==> src/rtl/linebuf_pkg.sv <==
// linebuf_pkg: window geometry and pixel type shared by the window line
// buffer and the downstream inner-product stages.
//   WIN      - window edge length (9)
//   WIN_AREA - elements per window (81)
//   PIX_W    - pixel width in bits (7)
//   pixel_t  - one unsigned pixel
package linebuf_pkg;

    localparam int WIN      = 9;
    localparam int WIN_AREA = WIN * WIN;
    localparam int PIX_W    = 7;

    typedef logic [PIX_W-1:0] pixel_t;

endpackage

==> src/rtl/row_delay.sv <==
// row_delay: enable-gated shift delay of DEPTH pixels. One image row when
// DEPTH equals the image width. Contents are not reset; the window logic
// never exposes data older than the rows it has rewritten.
//   clk  - clock, rising edge
//   en   - shift enable (one accepted pixel)
//   din  - pixel entering the line
//   dout - pixel accepted DEPTH enables ago
module row_delay
    import linebuf_pkg::*;
#(
    parameter int DEPTH = 28
) (
    input  logic   clk,
    input  logic   en,
    input  pixel_t din,
    output pixel_t dout
);

    pixel_t mem [0:DEPTH-1];

    always_ff @(posedge clk) begin
        if (en) begin
            mem[0] <= din;
            for (int k = 1; k < DEPTH; k++) mem[k] <= mem[k-1];
        end
    end

    assign dout = mem[DEPTH-1];

endmodule

==> src/rtl/window_linebuffer.sv <==
// window_linebuffer: streaming 9x9 window generator. Pixels arrive in raster
// order, one per pix_valid cycle. Eight chained row delays supply the eight
// older rows of the current column; each accepted pixel shifts that 9-pixel
// column into the window register. win_valid pulses for one cycle after
// every accepted pixel whose (row,col) are both >= 8.
//   clk, rst     - clock (rising edge), async active-high reset
//   pix_in       - 7-bit pixel
//   pix_valid    - pix_in accepted this cycle
//   sof          - start of frame, qualified by pix_valid; pixel is (0,0)
//   xarray       - window, row-major, [0] oldest top-left, [80] newest pixel
//   win_valid    - xarray holds a new complete window
//   win_x, win_y - col/row of the window's bottom-right pixel
//                  (ports exist only with LINEBUF_COORD_EN defined)
module window_linebuffer
    import linebuf_pkg::*;
#(
    parameter int IMG_W = 28,
    parameter int IMG_H = 28
) (
    input  logic                     clk,
    input  logic                     rst,
    input  logic [PIX_W-1:0]         pix_in,
    input  logic                     pix_valid,
    input  logic                     sof,
    output pixel_t                   xarray [0:WIN_AREA-1],
    output logic                     win_valid
`ifdef LINEBUF_COORD_EN
    ,
    output logic [$clog2(IMG_W)-1:0] win_x,
    output logic [$clog2(IMG_H)-1:0] win_y
`endif
);

    localparam int CW = $clog2(IMG_W);
    localparam int RW = $clog2(IMG_H);

    // ---------------------------------------------------------------
    // Raster position of the pixel on the input this cycle. sof
    // overrides the running counters so the pixel lands on (0,0).
    // ---------------------------------------------------------------
    logic [CW-1:0] col, cur_col;
    logic [RW-1:0] row, cur_row;
    logic          qualify;

    assign cur_col = sof ? '0 : col;
    assign cur_row = sof ? '0 : row;
    assign qualify = pix_valid && (cur_row >= RW'(WIN-1)) && (cur_col >= CW'(WIN-1));

    always_ff @(posedge clk or posedge rst) begin
        if (rst) begin
            col <= '0;
            row <= '0;
        end else if (pix_valid) begin
            if (cur_col == CW'(IMG_W-1)) begin
                col <= '0;
                row <= (cur_row == RW'(IMG_H-1)) ? '0 : cur_row + RW'(1);
            end else begin
                col <= cur_col + CW'(1);
                row <= cur_row;
            end
        end
    end

    // ---------------------------------------------------------------
    // Row delay chain: tap[k] is the pixel k rows above pix_in.
    // ---------------------------------------------------------------
    pixel_t tap [0:WIN-1];

    assign tap[0] = pix_in;

    for (genvar g = 0; g < WIN-1; g++) begin : g_dl
        row_delay #(.DEPTH(IMG_W)) u_dl (
            .clk  (clk),
            .en   (pix_valid),
            .din  (tap[g]),
            .dout (tap[g+1])
        );
    end

    // ---------------------------------------------------------------
    // Window register: columns move left, the new column enters at
    // j=8 with the oldest row (tap[8]) at the top. A window that
    // straddles a row wrap still shifts but is never flagged.
    // ---------------------------------------------------------------
    always_ff @(posedge clk or posedge rst) begin
        if (rst) begin
            for (int k = 0; k < WIN_AREA; k++) xarray[k] <= '0;
            win_valid <= 1'b0;
        end else begin
            win_valid <= qualify;
            if (pix_valid) begin
                for (int i = 0; i < WIN; i++) begin
                    for (int j = 0; j < WIN-1; j++)
                        xarray[i*WIN+j] <= xarray[i*WIN+j+1];
                    xarray[i*WIN+WIN-1] <= tap[WIN-1-i];
                end
            end
        end
    end

`ifdef LINEBUF_COORD_EN
    always_ff @(posedge clk or posedge rst) begin
        if (rst) begin
            win_x <= '0;
            win_y <= '0;
        end else if (qualify) begin
            win_x <= cur_col;
            win_y <= cur_row;
        end
    end
`else
    // No coordinate registers in this build.
`endif

endmodule

==> config.mk <==
export PLATFORM = sky130hd
export DESIGN_NAME = window_linebuffer
export DESIGN_NICKNAME = d
export VERILOG_FILES = /design/src/rtl/linebuf_pkg.sv /design/src/rtl/row_delay.sv /design/src/rtl/window_linebuffer.sv
export SDC_FILE = /design/constraint.sdc
export NUM_CORES = 2
export LEC_CHECK = 0
export CAP_MARGIN = 40
export CELL_PAD_IN_SITES_DETAIL_PLACEMENT = 1
export CELL_PAD_IN_SITES_GLOBAL_PLACEMENT = 1
export CORE_ASPECT_RATIO = 0.5
export CORE_MARGIN = 1
export CORE_UTILIZATION = 54
export CTS_CLUSTER_DIAMETER = 80
export CTS_CLUSTER_SIZE = 24
export DETAILED_ROUTE_END_ITERATION = 10
export GPL_TIMING_DRIVEN = 1
export PLACE_DENSITY = 0.93
export REMOVE_ABC_BUFFERS = 1
export SYNTH_ARGS = -nofsm -noshare
export SYNTH_HDL_FRONTEND = slang
export SYNTH_SLANG_ARGS = --single-unit
==> constraint.sdc <==
create_clock -name clk -period 42.8 [get_ports clk]
set_input_delay 8.56 -clock clk [delete_from_list [all_inputs] [get_ports clk]]
set_output_delay 8.56 -clock clk [all_outputs]
set_load 0.02 [all_outputs]
==> results.ini <==
[detailed_routing]
drt_iter0_drc=1765
wl_per_cell_um=21.25
avgViaCountPerCell=5.092
wl_um=111900
drtAntennaViolNets=0
dr_total_vias=26810
firstDrtPassIters=4
drc_errors=0

[clock_tree]
clock_insertion_delay_worst_skew_ns=0.71
cts-htree-levels=3
clock_sinks=2146
cts_tree=yes
cts_buffers=99
cts_hold_buffers=0
post-cts-setup-buffer-count=0
path_clk_slew_ns=0.10
cts_max_path_buffers=3
cts_resized=0
cts_root_buffer=clkbuf_16

[floorplan]
io_pins=579
core-area_um2=126400
die_h_um=254.8
initial_utilization=0.5463
core.rowCount=92
dieArea_um2=129400
die_x_um=507.7

[synth]
synth_cells=2837
ys_seq_area_frac=0.8915
netlist-cell-type-count=34
async_flop_share=0.2693
syn_avg_cell_area_um2=24.34
ys_ff_latch=2146
syn_area_um2=69040
ys_warn_count=0
synth_top_flop_cell=edfxtp_1
synth-edff-count=1568

[setup_path]
reg2regPathDepth=6
criticalPathCategory=in2reg
worst_ep_required_time_ns=43.39
endpoint_kind=flop
cp_max_fo=194
critPathLaunchType=input port
r2r_slack_ns=41.01
r2r-start=col[0]$_DFFE_PP0P_
reg2reg_to=row[4]$_DFFE_PP0P_
critPathArrivalTime_ns=13.83

[timing]
worstMarginPinSlew_ns=1.168
setup_viol_count_final=0
worst_slack_ns=29.56
skew_ns=0.01696
period_minus_slack_ns=13.24
fmax_ghz=0.07555
rsz0062_at_grt=no
slew_violations=0
slew_headroom=0.2215
setup-tns-final_ns=0
hold_viol=0
finalCritPeriodShare=0.3093

[placed_design]
dp_hpwl_um=67060
place_congestion=0.7235
place_ws_ns=28.86
port_buffers=578
placed_cell_area_um2=76870

[min_path]
hold_depth=0
whs_endpoint=g_dl[4].u_dl.mem[1][61]$_DFFE_PP_
worstHoldPathType=reg2reg
hp-start=g_dl[4].u_dl.mem[1][54]$_DFFE_PP_

[pwr]
p_per_area_nw_per_um2=55.89
p_leak_nw=28.60
p_total_w=0.004458
vdd_ir_drop_max_v=0.00003502

[status]
outcome=completed

[final_layout]
finalCoreUtilization=0.6311
seqCellArea_um2=61550
stdcell_area_um2=79770
layout_common_cells=edfxtp_1, dfrtp_1, clkdlybuf4s50_1
drive_gt1_frac=0.2002
syn_to_final_growth_pct=15.54
nFillCells=10180
antenna_cells=0
multi_input_comb_area_um2=6729
layout_commonest_cell=edfxtp_1
final_nets=3502

[flow_run]
max-cap-violations=0

[global_routing]
grt_overflow=0
grt_pass1_wl_um=173200
grt_start_max_net_pins=206
antenna_found_initial=0
first_global_vias=28650
grt_util_all_layers=0.1730

==> synthesized netlist by cell type (all sizes together), types with 2 or more instances <==
cell,number,area share
o22ai,2,0.00018
ha,3,0.00054
edfxtp,1568,0.68
a21oi,3,0.00022
nand2,4,0.00022
nand3,7,0.00051
nand2b,5,0.00045
inv,7,0.00038
dfrtp,578,0.21
nor2,3,0.00016
mux2i,2,0.00029
mux2,568,0.093
buf,67,0.011
o211ai,2,0.00022
o221ai,2,0.00025
==> stage by stage <==
stage / cells / hold WS (ns)
floorplan: 2769 / 0.4003
global placement: 5063 / 0.4006
detailed placement: 5078 / 0.4051
CTS: 5263 / 0.4144
global route: 5264 / 0.4184
finish: 5264 / 0.4168
==> logic make-up after synthesis <==
group | synth area share
flip-flops | 0.8915
multiplexers | 0.09293
AO/OA/AOI/OAI | 0.001540
buffers and inverters | 0.01107
adder cells (fa/ha/maj) | 0.0005437
AND/OR/NAND/NOR | 0.002447
==> critical path: stages <==
cell	delay, ns
buf_16	0.42
buf_4	0.48
buf_16	0.33
buf_12	0.55
buf_4	0.79
buf_12	0.70
buf_4	0.56
buf_16	0.32
mux2_2	0.37
==> layer usage <==
| metal | track usage | wire, um | up-vias |
|---|---|---|---|
| li1 | - | - | 12140 |
| met1 | 0.2207 | 45170 | 14150 |
| met5 | 0 | 0 | - |
| met2 | 0.3118 | 61180 | 364 |
| met4 | 0.04434 | 2527 | 0 |
| met3 | 0.02793 | 3015 | 155 |
==> how the worst max path moves through the flow <==
stage	start	endpoint	slack, ns	cells after the start
global route	pix_valid	xarray[506]$_DFFE_PP0P_	29.29	9
global placement	pix_valid	xarray[508]$_DFFE_PP0P_	28.87	7
finish	pix_valid	xarray[391]$_DFFE_PP0P_	29.56	9
CTS	pix_valid	xarray[506]$_DFFE_PP0P_	29.71	9
floorplan	rst	col[0]$_DFFE_PP0P_	18.07	1
detailed placement	pix_valid	xarray[443]$_DFFE_PP0P_	28.86	9
==> cell type report <==
| cell class | count | area share |
|---|---|---|
| Tap cell | 1692 | 0.02654 |
| Inverter | 7 | 0.0004235 |
| Clock buffer | 178 | 0.03509 |
| Clock inverter | 7 | 0.001004 |
| Sequential cell | 2146 | 0.7716 |
| Timing Repair Buffer | 618 | 0.08103 |
| Multi-Input combinational cell | 616 | 0.08435 |
==> flip-flops by register name (all words and copies together), names as in the netlist <==
register	flops
row	5
col	5
xarray	567
g_dl.u_dl.mem	1568
win_valid	1
==> power by group <==
part | switching (W) | internal [W]
clock network | 0.000598 | 0.000450
logic | 0.000381 | 0.000386
registers | 0.000156 | 0.00249
total | 0.00113 | 0.00332
(Power assumes the default switching activity.)
